`src/rtl/matmul2x2_stream_ctrl.sv`:
```
// Stream controller for the 2x2 matrix multiplier: loads 8 operand bytes, pulses
// the multiplier start, captures the four results and streams them out in order.
module matmul2x2_stream_ctrl #(
    parameter int DW = 8,
    parameter int RW = 17
) (
    input  logic          clk,
    input  logic          rst_n,
    input  logic          s_valid,
    output logic          s_ready,
    input  logic [DW-1:0] s_data,
    output logic [DW-1:0] mul_a00,
    output logic [DW-1:0] mul_a01,
    output logic [DW-1:0] mul_a10,
    output logic [DW-1:0] mul_a11,
    output logic [DW-1:0] mul_b00,
    output logic [DW-1:0] mul_b01,
    output logic [DW-1:0] mul_b10,
    output logic [DW-1:0] mul_b11,
    output logic          mul_start,
    input  logic [RW-1:0] mul_c00,
    input  logic [RW-1:0] mul_c01,
    input  logic [RW-1:0] mul_c10,
    input  logic [RW-1:0] mul_c11,
    input  logic          mul_done,
    output logic          m_valid,
    input  logic          m_ready,
    output logic [RW-1:0] m_data,
    output logic          m_last,
    output logic          busy
);

    typedef enum logic [1:0] {LOAD, START, WAIT, UNLOAD} state_e;

    state_e        state_q;
    logic [2:0]    idx_q;
    logic [1:0]    ridx_q;
    logic [DW-1:0] op_q  [8];
    logic [RW-1:0] res_q [4];
    logic          mul_start_q;
    logic          m_valid_q;
    logic [RW-1:0] m_data_q;
    logic          m_last_q;

    // NOTE: every register here, including the operand and result arrays, is plain
    // flops with a defined reset value; updates use <= so all reads see pre-edge state.
    always_ff @(posedge clk or negedge rst_n) begin
        if (!rst_n) begin
            state_q     <= LOAD;
            idx_q       <= '0;
            ridx_q      <= '0;
            mul_start_q <= 1'b0;
            m_valid_q   <= 1'b0;
            m_data_q    <= '0;
            m_last_q    <= 1'b0;
            for (int i = 0; i < 8; i++) op_q[i] <= '0;
            for (int i = 0; i < 4; i++) res_q[i] <= '0;
        end else begin
            mul_start_q <= 1'b0;
            unique case (state_q)
                LOAD: begin
                    if (s_valid) begin
                        op_q[idx_q] <= s_data;
                        idx_q       <= idx_q + 3'd1;
                        if (idx_q == 3'd7) begin
                            state_q     <= START;
                            mul_start_q <= 1'b1;
                        end
                    end
                end
                START: state_q <= WAIT;
                WAIT: begin
                    if (mul_done) begin
                        res_q[0]  <= mul_c00;
                        res_q[1]  <= mul_c01;
                        res_q[2]  <= mul_c10;
                        res_q[3]  <= mul_c11;
                        m_valid_q <= 1'b1;
                        m_data_q  <= mul_c00;
                        m_last_q  <= 1'b0;
                        ridx_q    <= '0;
                        state_q   <= UNLOAD;
                    end
                end
                UNLOAD: begin
                    if (m_ready) begin
                        if (ridx_q == 2'd3) begin
                            m_valid_q <= 1'b0;
                            m_last_q  <= 1'b0;
                            ridx_q    <= '0;
                            state_q   <= LOAD;
                        end else begin
                            // Preload the next word so m_data is already registered.
                            ridx_q   <= ridx_q + 2'd1;
                            m_data_q <= res_q[ridx_q + 2'd1];
                            m_last_q <= (ridx_q == 2'd2);
                        end
                    end
                end
                default: state_q <= LOAD;
            endcase
        end
    end

    assign s_ready   = (state_q == LOAD);
    assign busy      = (state_q != LOAD);
    assign mul_start = mul_start_q;
    assign m_valid   = m_valid_q;
    assign m_data    = m_data_q;
    assign m_last    = m_last_q;
    assign mul_a00   = op_q[0];
    assign mul_a01   = op_q[1];
    assign mul_a10   = op_q[2];
    assign mul_a11   = op_q[3];
    assign mul_b00   = op_q[4];
    assign mul_b01   = op_q[5];
    assign mul_b10   = op_q[6];
    assign mul_b11   = op_q[7];

endmodule

```
`config.mk`:
```
export PLATFORM = sky130hd
export DESIGN_NAME = matmul2x2_stream_ctrl
export DESIGN_NICKNAME = d
export VERILOG_FILES = /design/src/rtl/matmul2x2_stream_ctrl.sv
export SDC_FILE = /design/constraint.sdc
export NUM_CORES = 1
export LEC_CHECK = 0
export ABC_AREA = 1
export CELL_PAD_IN_SITES_DETAIL_PLACEMENT = 2
export CELL_PAD_IN_SITES_GLOBAL_PLACEMENT = 2
export CORE_MARGIN = 1.5
export CORE_UTILIZATION = 28
export CTS_CLUSTER_DIAMETER = 50
export DETAILED_ROUTE_END_ITERATION = 8
export PLACE_DENSITY = 0.88
export SETUP_SLACK_MARGIN = 0.15
export SLEW_MARGIN = 0
export SYNTH_ARGS = -nofsm -noshare
export SYNTH_HDL_FRONTEND = slang
export SYNTH_SLANG_ARGS = --single-unit
```
`constraint.sdc`:
```
create_clock -name clk -period 2 [get_ports clk]
set_input_delay 0.2 -clock clk [delete_from_list [all_inputs] [get_ports clk]]
set_output_delay 0.2 -clock clk [all_outputs]
set_load 0.03 [all_outputs]
```
* Yosys cells after proc, flatten, opt, wreduce, memory -nomap -nowiden
Cells that the tools add are included.
Word-level totals: register bits after elaboration 159, input bits 81, output and inout port bits 86, word-level logic and storage cells 79
Operators by class: add/subtract/negate cells 2, order comparisons 3, equal/unequal tests 12, multiplexer cells 31, bitwise logic cells 2, reductions and logical operators 10
Operators by type and width (count):
- 2-to-1 mux 17 bit | 5
- bitwise mux 64 bit | 1
- binary-select mux 17 bit (select 2 bit) | 1
- one-hot mux 17 bit (2 select lines) | 1
- demux 8 bit (select 3 bit) | 1
- 2-to-1 mux 2 bit | 8
- inequality test 2 bit, second input constant | 5
- 2-to-1 mux 1 bit | 9
- equality test 2 bit, second input constant | 4
- 2-to-1 mux 8 bit | 1
- one-hot mux 2 bit (4 select lines) | 1
- AND reduction 4 bit | 2
- AND reduction 5 bit | 1
- greater-or-equal comparator 4 bit, second input constant | 1
- less-than comparator 4 x 1 -> 1 bit, second input constant | 1
- NOT 3 -> 4 bit | 1
- one-hot mux 1 bit (2 select lines) | 2
- one-hot mux 2 bit (2 select lines) | 1
- AND reduction 2 bit | 2
- nonzero test 2 bit | 2
- adder 3 x 1 -> 3 bit, second input constant | 1
- equality test 3 bit, second input constant | 1
- greater-or-equal comparator 3 bit, second input constant | 1
- NOT 2 -> 3 bit | 1
- 6 further kinds | 6

* Depth between registers and ports, before layout
word-level depth 8, depth in mapped cells 12, gate-level depth less buffers 8

* Least setup slack after synthesis
Ideal clock, no wire load.
path kind flip-flop to flip-flop, from register ridx_q[0], to register m_data_q[10], in the netlist m_data[10], library setup time 117 ps, arrival time 1738 ps, required time 1883 ps, slack 145 ps, cell stages (with the launch flop) 13, buffers on the path 4, period minus slack after synthesis 1855 ps, cells stage by stage dfrtp_1 > buf_2 > inv_4 > buf_2 > ha_1 > buf_2 > inv_2 > buf_2 > nand3_1 > nand2_1 > nand2_1 > nand2_1 > nand2_1
Between the ends: cells in the longest elaborated chain, start to end 8, elaborated cells between the ends (all ways) 11, classes of those cells 1 x add/sub; 2 x eq/ne; 6 x mux; 1 x bitwise; 1 x reduce/logical
RTL lines:
- start, declared | RTL line 37 | logic [1:0] ridx_q;
- start signal, assigned | RTL line 94 | ridx_q <= ridx_q + 2'd1;
- adder 2 x 1 -> 2 bit | RTL line 95 | m_data_q <= res_q[ridx_q + 2'd1];
- NOT 2 -> 3 bit (not written as such) | RTL line 95
- binary-select mux 17 bit (select 2 bit) | RTL line 95
- 2-to-1 mux 17 bit (not written as such) (2 in series) | RTL line 95
- 2-to-1 mux 17 bit | RTL line 87 | if (ridx_q == 2'd3) begin
- 2-to-1 mux 17 bit | RTL line 86 | if (m_ready) begin
- one-hot mux 17 bit (2 select lines) | RTL line 60 | unique case (state_q)
- end signal, assigned | RTL line 79 | m_data_q <= mul_c00;
- end signal, assigned | RTL line 95
- end, declared | RTL line 42 | logic [RW-1:0] m_data_q;
Several ways; a longest one is shown, not always the timed one. The select of a mux whose other input is x is not followed. A chain may end at the register's enable or synchronous reset.

* Final worst setup path
from register m_data_q[5], in the netlist m_data[5], to output m_data[5]
RTL lines:
- end, declared | RTL line 28 | output logic [RW-1:0] m_data,
No word-level cell between the ends.

==> run summary <==
Buffers inserted during clock tree synthesis total 17. Aggregate global-route resource usage: 0.2126. The worst hold path belongs to the class in -> reg. For this run, design rule violations remaining after detail routing come to 0. For this block, the initial DRC count from the detailed router was 254. The routed layout has 6289 vias. For the initial antenna violation count, the log shows 3. The largest stage delay on the critical path is 760 ps. The most used flip-flop cell after synthesis is dfrtp_1. The floorplan has 56 rows.

Setup repair after global routing could not meet its margin everywhere. The initial standard-cell utilization of the core was 0.2881. The net count after synthesis is 923, and the power density of the placed cells is 1808 nW/um^2. Buffering stage count on the worst path with inverters included: 1. Leaving out fill and tap cells, the most frequent cells in the layout are nand2_1 (441), clkdlybuf4s50_1 (163), dfrtp_1 (159).

Summing every instance area after synthesis gives 6824 sq um. The slowest stage of the critical path is the clkdlybuf4s50_1 cell. The clock latency reported for the late side of the worst-skew pair is 440 ps. Shortest period the worst path allows: 1757 ps.

The full die area was 25320 sq um; the maximum VDD drop was 0.7706 mV. For the number of hold violations in the final report, the log shows 0. The sort of element at the start of the critical path was a register. Leaving out fill and tap cells, the most frequent cell in the layout is nand2_1.

Sequential fraction of the synthesis area: 0.5831. At the pin with the least slew margin, the transition time is 572.2 ps. The clock sink count came out at 159. The count of cells in the finished layout, fillers not included, comes to 1328.

The tools report the count of antenna diodes in the layout as 0. TritonCTS built the clock tree. Power comes to 0.01708 W. For the maximum root-to-sink buffer count, the log shows 2. Along the worst path, the maximum fanout reaches 2.

The signal on the critical path passes through clkdlybuf4s50_1. Synthesis produced 834 cells. Across the run, the number of max-cap violations was 0.

The run gives 0.5693 GHz as the top achievable clock speed. Buffers placed on the I/O ports in this run total 166. Across all hold checks on the routed design, the worst slack comes to 311.7 ps. Kind of end point of the critical path: an output pin. The per-cell via count in the routed design was 4.736. The clock arrives with 14.29 ps of skew.

Yosys printed 0 warnings. In this run, placement finished with an instance count of 1295. The synthesized design contains 159 register bits. In this run the standard cell core region covers 23680 sq um. The final routed wirelength across all metal layers was 26.20 mm.

Pin placement for this block handled 167 I/O pins. Post-layout utilization of the core: 0.3990. The flow ran to the end, and the final reports show no timing, DRC or antenna violations. The clock tree synthesis step divided the H-tree into 4 levels. The kind of cell adding the most delay to the critical path is buffers and inverters.

After the last flow step, the layout net total stands at 1085. Relative to the synthesized area, the layout overhead comes to 38.49%. The number of setup buffers added after CTS is 0. The fraction of layout cells with a size suffix above 1 works out to 0.06739. After detailed routing, the average wire length per cell comes to 19.73 um. The maximum number of pins on one net before global-route repair came out at 59.

The first global-routing pass estimated 41.58 mm of wire. The share of the clock period used by the worst path after layout is 0.8783, and the remaining max-slew budget at the tightest pin is 0.6185. The first TritonRoute pass finished after 4 iterations. The tools report the final weighted congestion in routability-driven placement as 0.7542. The number of global-route vias before repair is 7240, and the die width is 159.1 um. The HPWL after detailed placement is 17.45 mm. The total overflow reported by the global router was 0. The die is 159.1 um tall. After clock tree synthesis, the clock-pin slew on the worst setup and hold paths is 80 ps. The tools report the clock tree root buffer cell as clkbuf_16. Share of flip-flops with an asynchronous set or reset: 1.000.

After routing, the total negative slack on setup checks comes to 0 ps. The number of enable-type register cells in the synthesized netlist is 0, and the total setup violations reported at the end of the flow is 0. The run gives 0 as the count of final max-slew check failures. Data on the critical path arrives at its endpoint at 1560 ps. The post-synthesis average cell area is 8.182 sq um. STA puts the critical path data required time at 1800 ps. For this design the static power due to leakage is 4.610 nW. For the filler cell count in the final layout, the log shows 2688. The kind of critical path is reg -> out. The count of unique library cells instantiated by Yosys is 21. In this run the remaining antenna-violating nets after routing total 0.
[cells by family after synthesis]
kind of cell	Yosys count	share of synthesized area
AOI/OAI and AO/OA	71	0.05207
DFF	159	0.5831
xor gates and xnor gates	1	0.001284
and+or+nand+nor	534	0.3082
buffers and inverters	61	0.04070
adders and majority gates	8	0.01467
[worst paths after layout]
kind / startpoint / endpoint / slack, ps / depth (start not counted)
worst max-delay path: m_data[5]$_DFFE_PN0P_ / m_data[5] / 240 / 1
worst min-delay path: mul_c11[2] / res_q[2]$_DFFE_PN0P_ / 310 / 3
worst max register to register: state_q[0]$_DFFE_PN0P_ / m_data[6]$_DFFE_PN0P_ / 290 / 9
worst min register to register: res_q[16]$_DFFE_PN0P_ / res_q[16]$_DFFE_PN0P_ / 480 / 2
max in group asynchronous: rst_n / idx_q[2]$_DFFE_PN0P_ / 1000 / 3
min in group asynchronous: rst_n / res_q[64]$_DFFE_PN0P_ / 330 / 2
[through the flow]
step	worst slack, ps	instance area (sq um)
3_5_place_dp	261.4	8846
3_3_place_gp	375.6	8846
6_report	243.4	9450
2_1_floorplan	185.1	6827
5_1_grt	122.0	9450
4_1_cts	129.3	9448
[report_power, final]
part           switching [W]  leakage (nW)  total, W  internal (W)
clock network        0.00160         0.292   0.00329       0.00169
registers           0.000966          2.01   0.00563       0.00466
logic                0.00530          2.31   0.00817       0.00288
[sequential cells by signal, summed over array words and instances (netlist names), 3 cells and up]
signal and count:
mul_a00 8, mul_b00 8, idx_q 3, mul_b10 8, mul_a11 8, mul_a01 8
m_data 17, res_q 68, mul_b11 8, mul_b01 8, mul_a10 8
[Yosys cell counts, types with 2 or more instances]
| master | instances | area share |
|---|---|---|
| nand2_1 | 442 | 0.24 |
| dfrtp_1 | 159 | 0.58 |
| o21ai_1 | 64 | 0.047 |
| nor2_1 | 40 | 0.022 |
| nand3_1 | 36 | 0.026 |
| buf_2 | 34 | 0.025 |
| inv_1 | 18 | 0.0099 |
| nand2_2 | 9 | 0.0083 |
| ha_1 | 8 | 0.015 |
| o21ai_0 | 6 | 0.0044 |
| clkbuf_1 | 4 | 0.0022 |
| inv_2 | 3 | 0.0017 |
| nand4_1 | 2 | 0.0018 |
| nor2_4 | 2 | 0.0033 |
[repair_timing]
action,in CTS,in global routing
endpoints found under the setup margin,2,20
hold buffers,1,0
endpoints found under the hold margin,50,0
resized for setup,2,7
[layer usage]
metal / up-vias / GRT usage / routed length, um
li1: 2912 / - / -
met1: 3151 / 0.2395 / 10260
met2: 191 / 0.3811 / 13300
met3: 31 / 0.07424 / 2207
met4: 4 / 0.05489 / 403
met5: - / 0 / 27
[layout make-up]
type	count	area, sq um	area share
clock buffers	17	425.4	0.04502
clock inverters	15	168.9	0.01787
inverters	22	86.33	0.009135
multi-input cells	614	2575	0.2725
flip-flops and latches	159	3979	0.4210
well taps	319	399.1	0.04223
repair buffers	182	1817	0.1922
Power figures use the tool's default switching activity.
